[src/rtl/branch_cmp_if.sv]
// Bus between the ID-stage operand/opcode source and the branch comparator.
// It carries the forwarded operands, the branch opcode and the stall enable
// into the comparator. It carries the combinational taken flag and the
// registered flags back out.
interface branch_cmp_if #(
    parameter int WIDTH = 32
);
    logic             en;
    logic [WIDTH-1:0] RF_RD1;
    logic [WIDTH-1:0] RF_RD2;
    logic [2:0]       branchop;
    logic             cmp_out;
    logic             cmp_out_q;
    logic             eq_q;
    logic             lts_q;
    logic             ltu_q;

    // ID-stage side: drives operands and opcode, consumes the decision.
    modport master (
        output en,
        output RF_RD1,
        output RF_RD2,
        output branchop,
        input  cmp_out,
        input  cmp_out_q,
        input  eq_q,
        input  lts_q,
        input  ltu_q
    );

    // Comparator side.
    modport slave (
        input  en,
        input  RF_RD1,
        input  RF_RD2,
        input  branchop,
        output cmp_out,
        output cmp_out_q,
        output eq_q,
        output lts_q,
        output ltu_q
    );
endinterface

[src/rtl/branch_cmp.sv]
// Branch-condition comparator for the ID stage.
// cmp_out is a pure combinational function of the operands and the opcode,
// and it feeds next-PC selection in the same cycle. The registered copy and
// the raw relational flags are for the ID/EX register. These registers clear
// on a synchronous reset and hold while the pipeline stalls (en=0).
module branch_cmp #(
    parameter int WIDTH = 32
) (
    input  logic        clk,
    input  logic        reset,
    branch_cmp_if.slave bus
);

    localparam logic [2:0] OP_BEQ  = 3'd0;
    localparam logic [2:0] OP_BNE  = 3'd1;
    localparam logic [2:0] OP_BLEZ = 3'd2;
    localparam logic [2:0] OP_BGTZ = 3'd3;
    localparam logic [2:0] OP_BLTZ = 3'd4;
    localparam logic [2:0] OP_BGEZ = 3'd5;

    logic w_eq;
    logic w_lts;
    logic w_ltu;
    logic w_neg;
    logic w_zero;
    logic w_taken;

    logic r_cmp_out_q;
    logic r_eq_q;
    logic r_lts_q;
    logic r_ltu_q;

    // The zero and sign tests look only at RF_RD1.
    assign w_eq   = (bus.RF_RD1 == bus.RF_RD2);
    assign w_lts  = ($signed(bus.RF_RD1) < $signed(bus.RF_RD2));
    assign w_ltu  = (bus.RF_RD1 < bus.RF_RD2);
    assign w_neg  = bus.RF_RD1[WIDTH-1];
    assign w_zero = (bus.RF_RD1 == '0);

    // Decode the branch condition. Opcodes 6 and 7 are reserved and never taken.
    always_comb begin
        w_taken = 1'b0;
        case (bus.branchop)
            OP_BEQ:  w_taken = w_eq;
            OP_BNE:  w_taken = !w_eq;
            OP_BLEZ: w_taken = w_neg || w_zero;
            OP_BGTZ: w_taken = !w_neg && !w_zero;
            OP_BLTZ: w_taken = w_neg;
            OP_BGEZ: w_taken = !w_neg;
            default: w_taken = 1'b0;
        endcase
    end

    // ID/EX copies: reset wins over enable, and a stall holds the registers.
    always_ff @(posedge clk) begin
        if (reset) begin
            r_cmp_out_q <= 1'b0;
            r_eq_q      <= 1'b0;
            r_lts_q     <= 1'b0;
            r_ltu_q     <= 1'b0;
        end else if (bus.en) begin
            r_cmp_out_q <= w_taken;
            r_eq_q      <= w_eq;
            r_lts_q     <= w_lts;
            r_ltu_q     <= w_ltu;
        end
    end

    assign bus.cmp_out   = w_taken;
    assign bus.cmp_out_q = r_cmp_out_q;
    assign bus.eq_q      = r_eq_q;
    assign bus.lts_q     = r_lts_q;
    assign bus.ltu_q     = r_ltu_q;

endmodule

[src/flat_wrapper.sv]
// flat-port wrapper written by rule: the top's interface ports become plain ports
module branch_cmp_flat 
#(
    parameter int WIDTH = 32
)
  (clk, reset, bus_en, bus_RF_RD1, bus_RF_RD2, bus_branchop, bus_cmp_out, bus_cmp_out_q, bus_eq_q, bus_lts_q, bus_ltu_q);
  branch_cmp_if #(.WIDTH(WIDTH)) bus_i ();
  input  logic clk;
  input  logic reset;
  input wire logic [$bits(bus_i.en)-1:0] bus_en;
  input wire logic [$bits(bus_i.RF_RD1)-1:0] bus_RF_RD1;
  input wire logic [$bits(bus_i.RF_RD2)-1:0] bus_RF_RD2;
  input wire logic [$bits(bus_i.branchop)-1:0] bus_branchop;
  output wire logic [$bits(bus_i.cmp_out)-1:0] bus_cmp_out;
  output wire logic [$bits(bus_i.cmp_out_q)-1:0] bus_cmp_out_q;
  output wire logic [$bits(bus_i.eq_q)-1:0] bus_eq_q;
  output wire logic [$bits(bus_i.lts_q)-1:0] bus_lts_q;
  output wire logic [$bits(bus_i.ltu_q)-1:0] bus_ltu_q;
  assign bus_i.en = bus_en;
  assign bus_i.RF_RD1 = bus_RF_RD1;
  assign bus_i.RF_RD2 = bus_RF_RD2;
  assign bus_i.branchop = bus_branchop;
  assign bus_cmp_out = bus_i.cmp_out;
  assign bus_cmp_out_q = bus_i.cmp_out_q;
  assign bus_eq_q = bus_i.eq_q;
  assign bus_lts_q = bus_i.lts_q;
  assign bus_ltu_q = bus_i.ltu_q;
  branch_cmp #(.WIDTH(WIDTH)) u_core (.clk(clk), .reset(reset), .bus(bus_i));
endmodule
[config.mk]
export PLATFORM = sky130hd
export DESIGN_NAME = branch_cmp_flat
export DESIGN_NICKNAME = d
export VERILOG_FILES = /design/src/rtl/branch_cmp_if.sv /design/src/rtl/branch_cmp.sv /design/src/flat_wrapper.sv
export SDC_FILE = /design/constraint.sdc
export NUM_CORES = 1
export LEC_CHECK = 0
export BUFFER_PORTS_ARGS = -buffer_cell sky130_fd_sc_hd__buf_2
export CORE_MARGIN = 2
export CORE_UTILIZATION = 35
export DETAILED_ROUTE_END_ITERATION = 8
export MAX_ROUTING_LAYER = met4
export PLACE_DENSITY = 0.78
export SYNTH_ARGS = -nofsm -noshare
export SYNTH_HDL_FRONTEND = slang
export SYNTH_SLANG_ARGS = --single-unit
[constraint.sdc]
create_clock -name clk -period 3 [get_ports clk]
set_input_delay 0.3 -clock clk [delete_from_list [all_inputs] [get_ports clk]]
set_output_delay 0.3 -clock clk [all_outputs]
set_load 0.005 [all_outputs]
==> results of run 1 <==
[stage by stage]
step           power [W]  hold slack [ns]  setup slack [ns]  std cells  area, sq um
6_report        0.000296            0.287             0.523        275         1570
5_1_grt         0.000330            0.290             0.458        275         1570
4_1_cts         0.000300            0.280             0.525        275         1570
3_5_place_dp    0.000233            0.478             0.528        272         1550
3_3_place_gp    0.000231            0.474             0.595        272         1550
2_1_floorplan   0.000155            0.372             0.883        154         1120
[registers in the layout, indices dropped and copies added (netlist names)]
register and count:
u_core.bus.eq_q 1, u_core.bus.cmp_out_q 1, u_core.bus.ltu_q 1, u_core.bus.lts_q 1
[where the power goes]
group          internal, W  switching, W  total (W)
logic            0.0000877     0.0000848   0.000173
registers        0.0000571    0.00000157  0.0000587
clock network    0.0000446     0.0000199  0.0000645
[kinds of logic (layout without fill, tap and decap cells)]
logic type,Yosys count,in the layout,synth area share
AOI/OAI and AO/OA,33,33,0.196
xor gates and xnor gates,2,2,0.0156
adders and majority gates,32,32,0.357
buffers and inverters,36,113,0.121
DFF,4,4,0.0714
and+or+nand+nor,47,47,0.239
[worst max path at each step]
stage                   startpoint           to  slack [ns]
floorplan           bus_RF_RD2[31]  bus_cmp_out        0.88
global placement    bus_RF_RD1[31]  bus_cmp_out        0.59
detailed placement  bus_RF_RD1[31]  bus_cmp_out        0.53
CTS                 bus_RF_RD1[31]  bus_cmp_out        0.53
global route        bus_RF_RD2[31]  bus_cmp_out        0.46
finish              bus_RF_RD1[31]  bus_cmp_out        0.52
[cell type report]
type                            instances  area [sq um]
Inverter                               36           135
Sequential cell                         4          80.1
Tap cell                               44          55.1
Fill cell                             340          1480
Multi-Input combinational cell        114           906
Clock buffer                            3          22.5
Timing Repair Buffer                   74           370
[layer usage]
layer	share of wire	global-route usage	vias to the layer above
met3	0.081	0.0107	0
met5	0	-	-
met4	0	0.0311	0
met2	0.45	0.293	51
li1	-	-	711
met1	0.46	0.188	568
[synthesized netlist by cell type, drive strengths merged (2+ instances only)]
cell,n
ha,32
o21ai,7
inv,36
xnor2,2
a21oi,14
nand4,8
nor4,8
nand2,12
nor3,3
dfxtp,4
nor2,6
and2,2
[worst max-delay path, stage by stage]
cell and delay (ns):
buf_2 0.12, ha_1 0.36, nand4_2 0.15, or4_4 0.57, o41ai_2 0.26, xnor2_1 0.12, o22ai_2 0.16, buf_2 0.14
==> key figures, run 1 <==
Global route
  – First-pass GRT wire length: 4480 microns
  – Initial antenna violation count: 0
  – Vias in the first global route: ~1200
  – Total gr overflow: 0
  – GRT Total Usage: 0.159
  – Pin count of the biggest net entering global routing: 6

Power and ir drop
  – PD cells: ~190 nW/um^2
  – Max VDD drop: roughly 0.000066 V
  – Leakage: between 0.9 and 1 nW

Clock network
  – Register clock-pin slew on the reported worst setup and hold paths: ~0.03 ns
  – Setup bufs post-CTS: 0
  – CTS buffer count: 3
  – Root Buffer: clkbuf_4
  – Clk sinks: 4
  – CTS Buffer Depth: 2
  – Clock latency at the later pin of the worst-skew pair: 0.23 ns
  – H-tree levels: 1
  – Hold Buf Count CTS: 0
  – TritonCTS clock tree: done
  – Resized cells post-CTS: 0

Route
  – DRT iter0 DRCs: 11
  – Drt via density: between 4 and 5
  – TritonRoute pass-1 iters: 4
  – DR WL/cell: 10.1 microns
  – Routed vias: 1330
  – Residual DRC: 0
  – Final ANT Viol Nets: 0
  – DRT Wirelength: 2780 microns

Yosys
  – Top_reg_cell synth: dfxtp_1
  – Async set or reset register ratio after synthesis: 0
  – Leading post-synthesis cells by cell area: ha_1 36%, inv_1 12%, dfxtp_1 7.1%
  – Syn Nets: approximately 260
  – Register area share after synthesis: 0.0714
  – FF+latch count, synth: 4
  – Instance count of the mapped netlist: 154
  – Synth top area share: 0.357
  – Synth warnings: 0
  – Post-synth EDFFs: 0
  – Avg Inst Size Synth: 7.28 sq um
  – Yosys top cell by area: ha_1
  – Netlist cell types: 34
  – Syn Std Cell Area: 1120 sq um

Cells and area
  – Synthesis-to-finish area growth: 40.0%
  – Layout cells sized above 1: 0.359
  – Post-Route Utilization: 0.514
  – Commonest cells after routing, fill and taps aside: 74 x buf_2, 36 x inv_1, 32 x ha_1
  – Most common cell after layout, fill and taps aside: buf_2
  – Number of antenna diodes: 0
  – Layout net count: about 340

Die
  – Num rows: 20
  – Ports: 75
  – Die Wd: 60.6 microns
  – Core region area: 3050 sq um
  – Die Y: a little over 60 microns
  – Die area: around 3700 sq um
  – Initial core utilization: 0.367

Setup path
  – Worst Path Max Fanout: 5
  – Worst r2r src: u_core.bus.ltu_q
  – Req. time, crit path: roughly 2.7 ns
  – End of the worst register-to-register path: u_core.bus.ltu_q
  – Critical path type: in2out
  – Crit start category: input pin
  – R2r worst-path depth: 3
  – Nature of the critical path endpoint: primary output
  – FF-to-FF setup slack: 2.34 ns
  – CP Data Arrival Time: between 2 and 2.5 ns

Timing
  – Slew HR: 0.730
  – Fin crit share: 0.826
  – Fmax: 404 MHz
  – Fin. max-slew vios: 0
  – Clock Skew: 0 ns
  – Fin. Hold Viols: 0
  – Actual transition at the worst max-transition pin: 0.402 ns
  – Tmin final: 2.48 ns
  – Final setup viols: 0
  – RSZ-0062 raised after global routing: no
  – Post-Route Setup TNS: 0 ns

Placement
  – Routability cong.: 0.750
  – Port Buf Inserts: 74
  – Post-DP HPWL: 2600 microns

Hold path
  – WHS Path Cells: 2
  – Min-delay src: reset
  – Worst hold endpoint: u_core.bus.eq_q
  – HP Class: in2reg

Run
  – Max_cap viols: 0

Run status
  – Outcome: completed
Power figures use the tool's default switching activity.
==> run 2, diff against run 1 <==
--- a/config.mk
+++ b/config.mk
@@ -5,12 +5,13 @@
 export SDC_FILE = /design/constraint.sdc
 export NUM_CORES = 1
 export LEC_CHECK = 0
+export ABC_AREA = 1
 export BUFFER_PORTS_ARGS = -buffer_cell sky130_fd_sc_hd__buf_2
 export CORE_MARGIN = 2
 export CORE_UTILIZATION = 35
 export DETAILED_ROUTE_END_ITERATION = 8
 export MAX_ROUTING_LAYER = met4
-export PLACE_DENSITY = 0.78
+export PLACE_DENSITY = 0.76
 export SYNTH_ARGS = -nofsm -noshare
 export SYNTH_HDL_FRONTEND = slang
 export SYNTH_SLANG_ARGS = --single-unit
==> constraint.sdc (replaced) <==
create_clock -name clk -period 2.49 [get_ports clk]
set_input_delay 0.249 -clock clk [delete_from_list [all_inputs] [get_ports clk]]
set_output_delay 0.249 -clock clk [all_outputs]
set_load 0.005 [all_outputs]
==> run 2 against run 1 <==
  * Setup slack better by 0.11 ns
  * Register-to-register slack got worse by 0.46 ns
  * Worst hold slack lost 0.066 ns
  * Clock skew stayed put
  * Count of clock-buffer cells in the layout is the same
  * Sequential share of layout area decreased by 0.42 points
  * Wire length increased by 0.79%
  * Clock power is 22% higher
  * Highest routed layer is now met4
==> key figures, run 2 <==
Route
  – Residual DRC: 0 (unchanged)
  – DRT Wirelength: 2800 microns (+0.79%)
  – DR WL/cell: 8.32 microns (-18%)
  – Top sig layer: met4
  – DRT iter0 DRCs: 36 (+25)
  – Wire length on met1: 1330 microns (+3.2%)
  – Routed vias: 1466 (+10%)
  – TritonRoute pass-1 iters: 4 (unchanged)
  – Met2 wire length: 1250 microns (-1.0%)
  – Drt via density: 4.35 (-10%)
  – Met3 wire length: 184 microns (-19%)
  – Final ANT Viol Nets: 0 (unchanged)

Setup path
  – Worst Path Max Fanout: 5 (unchanged)
  – Crit start category: input pin
  – Critical path type: in2out
  – Req. time, crit path: 2.24 ns (-0.46 ns)
  – FF-to-FF setup slack: 1.88 ns (-0.46 ns)
  – Nature of the critical path endpoint: primary output
  – End of the worst register-to-register path: u_core.bus.lts_q
  – CP Data Arrival Time: 1.61 ns (-0.57 ns)
  – Worst r2r src: u_core.bus.lts_q
  – R2r worst-path depth: 4 (+1)

Die
  – Core region area: 3390 sq um (+11%)
  – Die area: 4100 sq um (+12%)
  – Num rows: 21 (+5.0%)
  – Die Y: 64.1 microns (+5.7%)
  – Die Wd: 64.1 microns (+5.7%)
  – Initial core utilization: 0.372 (+0.00525)
  – Ports: 75 (unchanged)

Hold path
  – WHS Path Cells: 2 (unchanged)
  – HP Class: in2reg
  – Worst hold endpoint: u_core.bus.eq_q
  – Min-delay src: reset

Yosys
  – Avg Inst Size Synth: 5.87 sq um (-19%)
  – Syn Nets: 317 (+24%)
  – Netlist cell types: 22 (-35%)
  – Synth warnings: 0 (unchanged)
  – Register area share after synthesis: 0.0634 (-0.00800)
  – Top_reg_cell synth: dfxtp_1
  – Yosys top cell by area: ha_1
  – Syn Std Cell Area: 1260 sq um (+13%)
  – Async set or reset register ratio after synthesis: 0 (unchanged)
  – Post-synth EDFFs: 0 (unchanged)
  – Leading post-synthesis cells by cell area: ha_1 32%, nand2_1 14%, inv_1 13%
  – Commonest cells in the netlist: 48 x nand2_1, 44 x inv_1, 40 x nor2_1
  – Most frequent cell after synthesis: nand2_1
  – Instance count of the mapped netlist: 215 (+40%)
  – Synth top area share: 0.317 (-0.0400)
  – FF+latch count, synth: 4 (unchanged)

Clock network
  – H-tree levels: 1 (unchanged)
  – TritonCTS clock tree: done
  – CTS buffer count: 3 (unchanged)
  – Hold Buf Count CTS: 0 (unchanged)
  – Setup bufs post-CTS: 0 (unchanged)
  – Register clock-pin slew on the reported worst setup and hold paths: 0.04 ns (about the same)
  – Root Buffer: clkbuf_4
  – CTS Buffer Depth: 2 (unchanged)
  – Resized cells post-CTS: 0 (unchanged)
  – Clk sinks: 4 (unchanged)
  – Clock latency at the later pin of the worst-skew pair: 0.23 ns (about the same)

Timing
  – Post-Route Setup TNS: 0 ns (unchanged)
  – Fmax: about 540 MHz
  – Tmin final: 1.86 ns
  – Slew HR: 0.883 (+0.153)
  – RSZ-0062 raised after global routing: no
  – Fin crit share: 0.746
  – Actual transition at the worst max-transition pin: 0.175 ns (-0.227 ns)
  – Final setup viols: 0 (unchanged)
  – Fin. max-slew vios: 0 (unchanged)
  – Clock Skew: 0 ns (unchanged)
  – Fin. Hold Viols: 0 (unchanged)

Global route
  – GRT Total Usage: 0.149 (-0.00962)
  – Total gr overflow: 0 (unchanged)
  – Vias in the first global route: 1358 (+11%)
  – First-pass GRT wire length: 4980 microns (+11%)
  – Pin count of the biggest net entering global routing: 9 (+3)
  – Initial antenna violation count: 0 (unchanged)

Cells and area
  – Synthesis-to-finish area growth: 35.3%
  – Layout cells sized above 1: 0.302 (-0.0569)
  – Filler-free cell count of the finished design: 337 (+23%)
  – Design Area, Final: 1710 sq um (+8.9%)
  – Layout fillers: 350 (+2.9%)
  – Layout net count: 395 (+18%)
  – Register area: 80.1 sq um (unchanged)
  – Number of antenna diodes: 0 (unchanged)
  – Multi-input gate area: 1000 sq um (+10%)
  – Commonest cells after routing, fill and taps aside: 74 x buf_2, 48 x nand2_1, 44 x inv_1
  – Most common cell after layout, fill and taps aside: buf_2

Placement
  – Routability cong.: 0.745 (-0.68%)
  – Port Buf Inserts: 74 (unchanged)
  – Placed Area: 1690 sq um (+9.0%)
  – Placed cells: 334 (+23%)
  – Post-DP HPWL: 2650 microns (+1.9%)

Power and ir drop
  – Internal Pwr Total: 0.000232 W (+23%)
  – Tot Pwr: 0.000377 W (+28%)
  – Gate power share: 0.605 (+0.021)
  – Clock power share: 0.208 (-0.010)
  – PD cells: 221 nW/um^2 (+17%)
  – Seq pwr share: 0.187 (-0.011)
  – Leakage: 1.09 nW (+18%)
  – Max VDD drop: 0.000168 V (+150%)
  – Switching Fraction: 0.384 (+0.0249)
  – Net switching power: 0.000145 W (+36%)

Run
  – Max_cap viols: 0 (unchanged)

Run status
  – Outcome: completed
run 2: power groups by stage:
stage / Combinational [W] / Sequential (W) / Clock, W
5_1_grt: 0.000271 / 0.0000711 / 0.0000866
2_1_floorplan: 0.000139 / 0.0000719 / 0
3_5_place_dp: 0.000231 / 0.0000715 / 0
6_report: 0.000228 / 0.0000707 / 0.0000785
4_1_cts: 0.000232 / 0.0000705 / 0.0000823
3_3_place_gp: 0.000229 / 0.0000714 / 0
run 2: cell type report:
type                    instances  area share
clock buffers                   3      0.0132
inverters                      47       0.103
multi-input cells             163       0.586
flip-flops and latches          4      0.0469
well taps                      46      0.0337
repair buffers                 74       0.217
run 2: logic make-up after synthesis:
kind of cell | synth area share
AND/OR/NAND/NOR | 0.380
buffers and inverters | 0.144
adder cells (fa/ha/maj) | 0.317
AO/OA/AOI/OAI | 0.0961
flip-flops | 0.0634
run 2: worst max-delay path by stage:
stage	startpoint	endpoint	slack, ns	cells past startpoint
after floorplan	bus_RF_RD2[31]	bus_cmp_out	0.94	10
after global placement	bus_RF_RD1[31]	bus_cmp_out	0.67	12
after detailed placement	bus_RF_RD1[31]	bus_cmp_out	0.62	12
after CTS	bus_RF_RD1[31]	bus_cmp_out	0.62	12
after global routing	bus_RF_RD2[11]	bus_cmp_out	0.46	13
final	bus_RF_RD1[31]	bus_cmp_out	0.63	12
run 2: per-stage QoR:
stage | setup slack (ns) | hold slack, ns | util
global route | 0.455 | 0.237 | 0.504
floorplan | 0.936 | 0.318 | -
global placement | 0.669 | 0.457 | 0.497
finish | 0.633 | 0.221 | 0.504
CTS | 0.623 | 0.212 | 0.504
detailed placement | 0.623 | 0.460 | 0.497
run 2: worst max-delay path, cell delays in order:
cell     delay [ns]
buf_2          0.13
ha_1           0.34
nand2_2        0.09
nor2_4         0.13
nand2_2        0.08
nor3_4         0.14
nand2_1        0.09
nand2_1        0.06
o21ai_1        0.06
inv_1          0.07
nand2_1        0.05
buf_2          0.12
run 2: routing by layer:
layer	GRT usage	vias up
met4	0.0516	0
met5	-	-
met1	0.183	584
met2	0.260	53
li1	-	825
met3	0.00704	4
